## src/rtl/rgb_matrix_pkg.sv

```systemverilog
// rtl/rgb_matrix_pkg.sv - shared types, defaults and helpers for the RGB matrix shift receiver
// Contents: default word width and column count, colour field offsets,
// col_word_t, frame FSM state type, onehot_to_idx (index + valid).
package rgb_matrix_pkg;

  localparam int DEF_SHIFT_W = 24;
  localparam int DEF_COLS    = 8;

  // Colour fields inside one column word (red shifted out first).
  localparam int RED_HI   = 23;
  localparam int RED_LO   = 16;
  localparam int GREEN_HI = 15;
  localparam int GREEN_LO = 8;
  localparam int BLUE_HI  = 7;
  localparam int BLUE_LO  = 0;

  typedef logic [DEF_SHIFT_W-1:0] col_word_t;

  typedef enum logic {
    ST_IDLE,
    ST_COLLECT
  } frame_state_t;

  typedef struct packed {
    logic       valid;
    logic [4:0] idx;
  } onehot_idx_t;

  // Works on up to 32 columns; callers zero-extend their select vector.
  function automatic onehot_idx_t onehot_to_idx(input logic [31:0] v);
    onehot_idx_t r;
    r = '0;
    for (int i = 0; i < 32; i++) begin
      if (v[i]) r.idx = 5'(i);
    end
    r.valid = (v != 32'd0) && ((v & (v - 32'd1)) == 32'd0);
    return r;
  endfunction

endpackage

```

## src/rtl/link_sync.sv

```systemverilog
// rtl/link_sync.sv - multi-stage synchroniser with rising-edge detect for one link clock
// Ports: clk, rst_n (async active-low), d (raw pin), rise (one-cycle pulse
// when the synchronised level goes 0 -> 1).
module link_sync #(
  parameter int SYNC_STAGES = 2
) (
  input  logic clk,
  input  logic rst_n,
  input  logic d,
  output logic rise
);

  logic [SYNC_STAGES-1:0] sync_q;
  logic                   prev_q;

  always_ff @(posedge clk or negedge rst_n) begin
    if (!rst_n) begin
      sync_q <= '0;
      prev_q <= 1'b0;
    end else begin
      sync_q <= {sync_q[SYNC_STAGES-2:0], d};
      prev_q <= sync_q[SYNC_STAGES-1];
    end
  end

  // Combinational so the consuming register updates SYNC_STAGES+1 cycles after the pin.
  assign rise = sync_q[SYNC_STAGES-1] & ~prev_q;

endmodule

```

## src/rtl/rgb_matrix_shift_receiver.sv

```systemverilog
// rtl/rgb_matrix_shift_receiver.sv - board-side model of the 595-style RGB column link
// Ports: clk, reset (async active-low); link pins reset_out, OE, SH_CP, ST_CP,
// DS, col_select; readback rd_col -> rd_data (registered); shift_q/store_q
// register images; display_on; frame_done pulse; sticky err_onehot/err_count.
module rgb_matrix_shift_receiver
  import rgb_matrix_pkg::*;
#(
  parameter int SHIFT_W     = DEF_SHIFT_W,
  parameter int COLS        = DEF_COLS,
  parameter int SYNC_STAGES = 2
) (
  input  logic                     clk,
  input  logic                     reset,
  input  logic                     reset_out,
  input  logic                     OE,
  input  logic                     SH_CP,
  input  logic                     ST_CP,
  input  logic                     DS,
  input  logic [COLS-1:0]          col_select,
  input  logic [$clog2(COLS)-1:0]  rd_col,
  output logic [SHIFT_W-1:0]       rd_data,
  output logic [SHIFT_W-1:0]       shift_q,
  output logic [SHIFT_W-1:0]       store_q,
  output logic                     display_on,
  output logic                     frame_done,
  output logic                     err_onehot,
  output logic                     err_count
);

  localparam int IDX_W  = $clog2(COLS);
  localparam int CNT_W  = $clog2(SHIFT_W + 2);
  localparam int PIPE_W = COLS + 3;

  // Level-only synchroniser for data, column and control levels.
  logic [SYNC_STAGES-1:0][PIPE_W-1:0] pipe_q;
  logic [COLS-1:0]                    col_s;
  logic                               ds_s, oe_s, rst_out_s;

  always_ff @(posedge clk or negedge reset) begin
    if (!reset) pipe_q <= '0;
    else        pipe_q <= {pipe_q[SYNC_STAGES-2:0], {col_select, DS, OE, reset_out}};
  end

  assign {col_s, ds_s, oe_s, rst_out_s} = pipe_q[SYNC_STAGES-1];

  logic sh_rise, st_rise;

  link_sync #(.SYNC_STAGES(SYNC_STAGES)) u_sh_sync (
    .clk  (clk),
    .rst_n(reset),
    .d    (SH_CP),
    .rise (sh_rise)
  );

  link_sync #(.SYNC_STAGES(SYNC_STAGES)) u_st_sync (
    .clk  (clk),
    .rst_n(reset),
    .d    (ST_CP),
    .rise (st_rise)
  );

  assign display_on = ~oe_s & rst_out_s;

  onehot_idx_t      col_oh;
  logic [IDX_W-1:0] col_idx;
  logic             latch_ok;
  logic             unused_idx_bits;

  assign col_oh          = onehot_to_idx(32'(col_s));
  assign col_idx         = col_oh.idx[IDX_W-1:0];
  assign latch_ok        = st_rise & col_oh.valid;
  assign unused_idx_bits = ^col_oh.idx;

  // Shift stage and bit counter; a coincident store+shift leaves the counter at 1.
  logic [CNT_W-1:0] bit_cnt;

  always_ff @(posedge clk or negedge reset) begin
    if (!reset) begin
      shift_q <= '0;
      bit_cnt <= '0;
    end else if (!rst_out_s) begin
      shift_q <= '0;
      bit_cnt <= '0;
    end else begin
      if (sh_rise) shift_q <= {shift_q[SHIFT_W-2:0], ds_s};
      if (st_rise && sh_rise)
        bit_cnt <= CNT_W'(1);
      else if (st_rise)
        bit_cnt <= '0;
      else if (sh_rise && bit_cnt != CNT_W'(SHIFT_W + 1))
        bit_cnt <= bit_cnt + CNT_W'(1);
    end
  end

  // Storage stage, frame buffer and sticky protocol flags.
  logic [SHIFT_W-1:0] frame_q [COLS];

  always_ff @(posedge clk or negedge reset) begin
    if (!reset) begin
      store_q    <= '0;
      err_count  <= 1'b0;
      err_onehot <= 1'b0;
      for (int i = 0; i < COLS; i++) frame_q[i] <= '0;
    end else if (st_rise) begin
      store_q <= shift_q;
      if (bit_cnt != CNT_W'(SHIFT_W)) err_count <= 1'b1;
      if (col_oh.valid) frame_q[col_idx] <= shift_q;
      else              err_onehot <= 1'b1;
    end
  end

  always_ff @(posedge clk or negedge reset) begin
    if (!reset) rd_data <= '0;
    else if (int'(rd_col) < COLS) rd_data <= frame_q[rd_col];
    else rd_data <= '0;
  end

  // Frame tracking: collect column bits until every column has been latched.
  frame_state_t    state_q, state_d;
  logic [COLS-1:0] col_mask, mask_d, mask_set;
  logic            done_d;

  always_ff @(posedge clk or negedge reset) begin
    if (!reset) begin
      state_q    <= ST_IDLE;
      col_mask   <= '0;
      frame_done <= 1'b0;
    end else begin
      state_q    <= state_d;
      col_mask   <= mask_d;
      frame_done <= done_d;
    end
  end

  always_comb begin
    state_d  = state_q;
    mask_d   = col_mask;
    done_d   = 1'b0;
    mask_set = col_mask;
    if (latch_ok) mask_set[col_idx] = 1'b1;
    case (state_q)
      ST_IDLE: begin
        if (latch_ok) begin
          state_d = ST_COLLECT;
          mask_d  = mask_set;
        end
      end
      ST_COLLECT: mask_d = mask_set;
      default:    state_d = ST_IDLE;
    endcase
    // Completion clears the mask on the latch edge; the pulse follows one cycle later.
    if (&mask_d) begin
      done_d  = 1'b1;
      mask_d  = '0;
      state_d = ST_IDLE;
    end
  end

endmodule

```

## config.mk

```make
export PLATFORM = sky130hd
export DESIGN_NAME = rgb_matrix_shift_receiver
export DESIGN_NICKNAME = d
export VERILOG_FILES = /design/src/rtl/rgb_matrix_pkg.sv /design/src/rtl/link_sync.sv /design/src/rtl/rgb_matrix_shift_receiver.sv
export SDC_FILE = /design/constraint.sdc
export NUM_CORES = 1
export LEC_CHECK = 0
export ABC_CLOCK_PERIOD_IN_PS = 4200
export CORE_MARGIN = 1.5
export CORE_UTILIZATION = 49
export DETAILED_ROUTE_END_ITERATION = 16
export PLACE_DENSITY = 0.69
export REMOVE_ABC_BUFFERS = 1
export SLEW_MARGIN = 40
export SYNTH_ARGS = -nofsm -noshare
export SYNTH_HDL_FRONTEND = slang
export SYNTH_SLANG_ARGS = --single-unit
export TNS_END_PERCENT = 50
```

## constraint.sdc

```tcl
create_clock -name clk -period 4.2 [get_ports clk]
set_input_delay 0.42 -clock clk [delete_from_list [all_inputs] [get_ports clk]]
set_output_delay 0.42 -clock clk [all_outputs]
set_load 0.01 [all_outputs]
```

; ---- Yosys cells after proc, flatten, opt, wreduce, memory -nomap -nowiden
; Cells that the tools add are included.
; Widths: inputs -> output; s select.
[totals]
ff_bits = 309
out_inout_bits = 76
elab_cells = 87
[classes]
n_addsub = 2
magnitude_cmp = 5
n_eq_ne = 4
muxes = 29
n_bitwise = 13
n_reduce_logical = 11
[op_table]
columns = operator, n
row1 = $bwmux 192, 1
row2 = $mux 24, 5
row3 = $bmux 24 s3, 1
row4 = $demux 24 s3, 1
row5 = $and 8x32->32, 1
row6 = $logic_not 32->1, 1
row7 = $mux 8, 3
row8 = $mux 5, 4
row9 = $mux 3, 6
row10 = $pmux 8 s2, 1
row11 = $ne 5x5->1 const B, 2
row12 = $sub 8x1->9 const B, 1
row13 = $ge 4x4->1 const B, 2
row14 = $not 3->4, 2
row15 = $or 8x8->8, 1
row16 = $reduce_and 8->1, 1
row17 = $reduce_bool 8->1, 1
row18 = $mux 1, 6
row19 = $reduce_and 2->1, 3
row20 = $add 5x1->5 const B, 1
row21 = $logic_and 1x1->1, 5
row22 = $not 1->1, 5
row23 = $and 1x1->1, 4
row24 = $lt 3x4->1 const B, 1
row25 = other kinds (5), 5

; ---- Longest topological paths before layout
; Gate-level depths: netlist of run 1.
[logic_depth]
word_depth = 17
ltp_mapped = 8

; ---- Hierarchy
; From an unflattened synthesis of run 1, not the netlist that was laid out.
[unflattened]
cells_unflattened = 861
area_unflattened_um2 = 12857.3
[by_module_without_submodules]
columns = mod, n_inst, cells_per_inst, area_each_um2
row1 = rgb_matrix_shift_receiver, 1, 853, 12679.7
row2 = link_sync, 2, 4, 88.8

; ---- Least setup slack after synthesis of run 1
; No wires, ideal clock.
[synth_timing]
path_type = reg-to-reg
startpoint = reg pipe_q (netlist bit col_s[0])
endpoint = reg col_mask[6]
arrival_ps = 2197
path_slack_ps = 1884
path_stages_with_launch = 8
n_path_buf = 2
synth_period_minus_slack_ps = 2316
cell_sequence = dfrtp_1 > or4_1 > buf_2 > or4b_1 > buf_4 > o2bb2ai_4 > nand4_4 > and2_1
[synth_via]
elab_chain_len = 10
[synth_rtl]
columns = item, line
row1 = from (decl), rgb_matrix_shift_receiver.sv:35  ; logic [SYNC_STAGES-1:0][PIPE_W-1:0] pipe_q;
row2 = from (signal assigned), rgb_matrix_shift_receiver.sv:41  ; else pipe_q <= {pipe_q[SYNC_STAGES-2:0], {col_select, DS, OE, reset_out}};
row3 = $sub 8x1->9, rgb_matrix_pkg.sv:36  ; r.valid = (v != 32'd0) && ((v & (v - 32'd1)) == 32'd0);
row4 = $and 8x32->32, rgb_matrix_pkg.sv:36
row5 = $logic_not 32->1, rgb_matrix_pkg.sv:36
row6 = $logic_and 1x1->1 (*), rgb_matrix_pkg.sv:36
row7 = $and 1x1->1 (*), rgb_matrix_shift_receiver.sv:71  ; assign latch_ok = st_rise & col_oh.valid;
row8 = $mux 8, rgb_matrix_shift_receiver.sv:140  ; if (latch_ok) mask_set[col_idx] = 1'b1;
row9 = $mux 8, rgb_matrix_shift_receiver.sv:143  ; if (latch_ok) begin
row10 = $pmux 8 s2 (*), rgb_matrix_shift_receiver.sv:141  ; case (state_q)
row11 = $reduce_and 8->1, rgb_matrix_shift_receiver.sv:152  ; if (&mask_d) begin
row12 = $mux 8 (*), rgb_matrix_shift_receiver.sv:152
row13 = named net mask_d[6], rgb_matrix_shift_receiver.sv:120  ; logic [COLS-1:0] col_mask, mask_d, mask_set;
row14 = to (signal assigned), rgb_matrix_shift_receiver.sv:130  ; col_mask <= mask_d;
row15 = to (decl), rgb_matrix_shift_receiver.sv:120
; Mark *: on every way through the listed nets, which the timed path passes. The rest lies on a longest branch.
; A chain may end at the register's enable or synchronous reset.

; ---- Final worst setup path of run 1
; Ends and elaborated chain as after synthesis.

==> results of run 1 <==
## synthesized netlist by cell type, types with 2 or more instances
cell      count
o21a_1        2
xor2_1        3
a21boi_1      3
nand2_1     270
a21boi_0     25
mux2_2      164
mux4_2       48
o21ai_0       3
and2_1        2
dfrtp_1     308
inv_1        11
mux2_1        4
a21oi_1       4
buf_2         7
nor4_1        2
nor2b_1       6
o22ai_1       2
clkbuf_1     58
nand3_1       3
nand2b_1      4
xnor2_1       2
buf_6         4
ha_1          3
or4_1         5
buf_1         7
nor2_1        9
o41ai_1       3
nand4_1       3
## power by group
group	internal, mW	leakage (nW)	switching (mW)
logic	0.0643	2.60	0.131
registers	2.99	4.23	0.0219
clock network	1.61	0.517	1.11
## final timing paths
path                                end  slack [ps]
min in group asynchronous  frame_q[120]         480
setup reg to reg            col_mask[6]        1490
max in group asynchronous   store_q[13]        2700
hold reg to reg                col_s[4]         350
hold / removal                pipe_q[2]         310
setup / recovery            col_mask[6]        1490
## repair_timing
action,in CTS,in global routing
hold buffers,1,0
endpoints found under the hold margin,95,0
endpoints found under the setup margin,0,0
## kinds of logic (layout without fill, tap and decap cells)
family          count (synthesis)  in the layout  share of synthesized area, %
compound gates                 46             46                         2.759
xor+xnor                        5              5                        0.3412
fa+ha+maj                       4              4                        0.3704
buf+inv                        88            178                         2.905
flops                         308            308                         60.04
mux                           217            217                         23.24
simple gates                  316            316                         10.34
## state kept, by name, indices dropped and copies added, names as in the netlist
| signal | cells |
|---|---|
| err_onehot | 1 |
| store_q | 24 |
| u_st_sync.sync_q | 2 |
| u_sh_sync.sync_q | 2 |
| u_st_sync.prev_q | 1 |
| frame_done | 1 |
| ds_s | 1 |
| rd_data | 24 |
| err_count | 1 |
| col_s | 8 |
| bit_cnt | 5 |
| pipe_q | 12 |
| frame_q | 192 |
| u_sh_sync.prev_q | 1 |
| shift_q | 24 |
| col_mask | 8 |
| oe_s | 1 |
## area by class of cell
| class | count | area, um^2 |
|---|---|---|
| clock buffers | 49 | 993.5 |
| clock inverters | 7 | 37.54 |
| fillers | 2060 | 10840 |
| inverters | 11 | 41.29 |
| multi-input cells | 588 | 4776 |
| flip-flops and latches | 308 | 7709 |
| well taps | 335 | 419.2 |
| repair buffers | 111 | 1097 |
## layer usage
metal  vias to the layer above  part of all wire, %  global-route usage (%)
met4                         0                  2.0                   5.119
met5                         -                    0                       0
li1                       3490                    -                       -
met3                        51                  4.2                   2.737
met2                       172                   49                   33.82
met1                      3944                   45                   28.43
==> results.toml, run 1 <==
[clock_network]
cts_setup_buffers = 0
htreeDepth = 1
clk_pin_slew_ps = 60
cts_sinks = 308
cts-root-buf = "clkbuf_16"
cts_tree = "yes"
clockBufferDepth = 3
cts_buffers = 31
ctsResizeCount = 0
clk_latency_ps = 540

[routing]
wl_per_cell_um = 18.70
dr.first_iter.drc_count = 480
vias = 7657
postRouteAntennaNets = 0
vias_per_cell = 5.434
drc_errors = 0
routed_wl_um = 26350
first_pass_iters = 6

[critical_path]
cp_slowest_stage_delay_ps = 760
timing.rr.start = "col_s[0]"
critPathKind = "reg2reg"
cp_num_cells = 6
crit_fanout = 26
cp_slowest_cell = "or4_1"
cp_data_required_time_ps = 4630
crit_chain = "or4_1 > or4b_1 > buf_4 > o2bb2ai_4 > nand4_4 > and2_1"
crit_family = "simple AND/OR/NAND/NOR gates"
cp.arrival_ps = 3140
setup.worst_path.end_class = "flip-flop"
rr_worst_depth = 6
startpoint = "col_s[0]"
startpoint_type = "flip-flop"
path_buf_inv = 1

[min_path]
hold_path_class = "in2reg"
worstHoldStart = "DS"
hold_depth = 1

[cells_and_area]
areaGrowthSynthToFinish_pct = 17.43
fin_area_um2 = 15070
fin_cells = 1409
final_cell_mix = "dfrtp_1 (307), nand2_1 (270), mux2_2 (164)"
antenna_cells = 0
nets = 1072
drive_gt1_share_pct = 27.65
final_common_cell = "dfrtp_1"
fin_util_pct = 58.17

[floorplanning]
fp-row-count = 59
die_w_um = 164.9
io_pins = 94
initial_core_util_pct = 49.54
dieArea_um2 = 27180
die_h_um = 164.9
coreArea_um2 = 25910

[global_routing]
grt_max_degree = 99
grt.total_usage_pct = 20.34
antenna_found_initial = 0
grt-ovfl-total = 0
grt_pass1_vias = 7848
grt_pass1_wl_um = 42910

[synthesis]
ys_seq_area_share_pct = 60.04
synth.distinct_cells = 47
synth.top_cell.area_share_pct = 60.04
synthFlopType = "dfrtp_1"
yosysTopAreaCell = "dfrtp_1"
avgSynthCellArea_um2 = 13.04
synth_area_um2 = 12840
ys_ff_latch = 308
async_reset_ff_share_pct = 100.0
synth_edf_count = 0
synth_cells = 984
synthTopCellsByArea = "dfrtp_1 (60%), mux2_2 (14%), mux4_2 (8.4%), nand2_1 (7.9%), clkbuf_1 (1.7%)"
yosysWarnings = 0

[run_status]
status = "finished, final reports clean"

[placement]
dpl_cell_area_um2 = 14030
hpwl_um = 15110
io_buffers = 93
pre_cts_ws_ps = 1517
dp_cells = 1352
routabilityCongestion = 0.7913

[sta]
period_needed_ps = 2707
holdWs_ps = 306.5
hold_viol_final = 0
rsz0062_at_grt = "false"
setup_ws_ps = 1493
period_share_pct = 64.45
setup_viol = 0
fin_setup_tns_ps = 0
slew_violations = 0
tightest_slew_ps = 797.8
skew_ps = 9.418
clock.fmax_mhz = 369.4
relSlewSlack_pct = 46.81

[pwr]
powerDensity_nw_per_um2 = 392.7
finalPower_mw = 5.920
ir_worst_vdd_mv = 0.3582
p_leak_nw = 7.347

[flow_run]
maxCapViolations = 0
(Power assumes the default switching activity.)
==> run 2, diff against run 1 <==
- ABC_CLOCK_PERIOD_IN_PS: 4200 -> 2800
- clock period: 4.2 -> 2.8 ns (I/O delays scaled with it)
==> run 2 against run 1 <==
- clock power is 59% higher
- maximum frequency grew 9.1%
- largest cell class unchanged
- wire length shrank 1.5%
- sequential share of layout area decreased by 0.90 points
- critical endpoint is now frame_q[80]
- non-clock buffer count grew 21
- cell count grew 1.6%
- count of clock-buffer cells in the layout is 10 lower
- final area grew 1.8%
==> results.toml, run 2 (synthesized netlist as in run 1, its figures left out) <==
[run_status]
status = "finished, final reports clean"

[sta]
skew_ps = 11.84
hold_viol_final = 0
period_share_pct = 88.58
setup_viol = 0
relSlewSlack_pct = 53.32
setup_ws_ps = 319.7
period_needed_ps = 2480
fin_setup_tns_ps = 0
slew_violations = 0
holdWs_ps = 157.4
clock.fmax_mhz = 403.2
tightest_slew_ps = 697.1
rsz0062_at_grt = "false"

[pwr]
p_leak_nw = 7.490
internal_power_mw = 7.174
swShare_pct = 21.40
p_clk_share_pct = 47.2
power_frac_comb_pct = 3.4
ir_worst_vdd_mv = 0.4144
powerDensity_nw_per_um2 = 594.9
seqPwrFrac_pct = 49.4
switchingPower_mw = 1.953

[routing]
dr.first_iter.drc_count = 347
wl_per_cell_um = 18.13
postRouteAntennaNets = 0
routed_wl_um = 25960
vias = 7619
drc_errors = 0
vias_per_cell = 5.321
first_pass_iters = 4

[global_routing]
antenna_found_initial = 0
grt.total_usage_pct = 20.30
grt-ovfl-total = 0
grt_pass1_vias = 7984
grt_max_degree = 71
grt_pass1_wl_um = 43250

[placement]
pre_cts_ws_ps = 331.4
io_buffers = 93
hpwl_um = 15850
dp_cells = 1373
routabilityCongestion = 0.7908
dpl_cell_area_um2 = 14240

[critical_path]
crit_family = "simple AND/OR/NAND/NOR gates"
cp_slowest_cell = "or4_1"
critPathKind = "reg2reg"
rr_worst_depth = 4
cp_num_cells = 4
cp_data_required_time_ps = 3230
crit_fanout = 25
cp_slowest_stage_delay_ps = 680
startpoint_type = "flip-flop"
rrSetupSlack_ps = 320
setup.worst_path.end_class = "flip-flop"
path_buf_inv = 1
cp.arrival_ps = 2910
crit_chain = "or4_1 > or4b_1 > buf_4 > mux2_2"

[cells_and_area]
drive_gt1_share_pct = 29.17
final_cell_mix = "dfrtp_1 (308), nand2_1 (270), mux2_2 (164)"
area.sequential_um2 = 7707
largest_reg_flops = 192
fin_area_um2 = 15340
final_common_cell = "dfrtp_1"
nets = 1093
antenna_cells = 0
fill_cells = 2049
multi_input_area_um2 = 4775
areaGrowthSynthToFinish_pct = 19.52
fin_cells = 1432
largest_register = "frame_q"

[min_path]
hold_depth = 1
hold_path_class = "in2reg"

[clock_network]
clockBufferDepth = 3
clk_pin_slew_ps = 60
cts_setup_buffers = 0
cts_sinks = 308
ctsResizeCount = 0
cts_tree = "yes"
cts_buffers = 31
clk_latency_ps = 550
cts-root-buf = "clkbuf_16"
htreeDepth = 1

[floorplanning]
dieArea_um2 = 27180
io_pins = 94
fp-row-count = 59
die_w_um = 164.9
coreArea_um2 = 25910
die_h_um = 164.9
initial_core_util_pct = 49.54

[flow_run]
maxCapViolations = 0
## run 2: cell types whose count changed in the layout (fill, tap and decap cells not counted), moves of 2 or more
cell / before / now
buf_4: 16 / 32
clkbuf_8: 15 / 7
bufinv_16: 0 / 4
clkbuf_1: 3 / 1
clkinv_2: 6 / 9
buf_12: 2 / 7
clkinvlp_4: 1 / 4
## run 2: metal layers
layer	share of wire, %	GRT usage, %	vias to the layer above	wire, um
li1	-	-	3535	-
met4	1.6	3.849	0	420
met2	49	34.00	117	12600
met5	0	0	-	0
met1	47	28.76	3933	12210
met3	2.8	2.587	34	730
## run 2: worst paths after layout
path,startpoint,end
max in group asynchronous,reset,store_q[3]
min in group asynchronous,reset,frame_q[144]
worst max register to register,col_s[0],frame_q[80]
worst max-delay path,col_s[0],frame_q[80]
worst min register to register,pipe_q[0],pipe_q[11]
worst min-delay path,DS,pipe_q[2]
## run 2: final cells by class
| class | count | area share, % |
|---|---|---|
| Tap cell | 335 | 2.732 |
| Timing Repair Buffer | 132 | 8.547 |
| Sequential cell | 308 | 50.24 |
| Inverter | 11 | 0.2691 |
| Clock inverter | 19 | 1.386 |
| Clock buffer | 39 | 5.709 |
| Multi-Input combinational cell | 588 | 31.12 |
## run 2: what timing repair did
item | CTS | global route
endpoints found under the hold margin | 64 | 0
hold buffers | 1 | 0
setup endpoints to repair | 0 | 0
## run 2: power groups by stage
stage / logic (mW) / registers [mW] / clock network [mW]
2_1_floorplan: 0.0916 / 4.59 / 0
3_3_place_gp: 0.321 / 4.59 / 0
3_5_place_dp: 0.326 / 4.59 / 0
4_1_cts: 0.327 / 4.51 / 4.40
5_1_grt: 0.353 / 4.51 / 4.57
6_report: 0.315 / 4.51 / 4.30
## run 2: worst register-to-register path: stages (launching register included)
cell and delay (ps):
dfrtp_1 430, or4_1 680, or4b_1 620, buf_4 290, mux2_2 330
## run 2: through the flow
step                total power [mW]  utilization (%)
finish                         9.127            59.21
global route                   9.435            59.21
CTS                            9.236            59.21
detailed placement             4.916            54.97
global placement               4.910            54.97
floorplan                      4.678                -
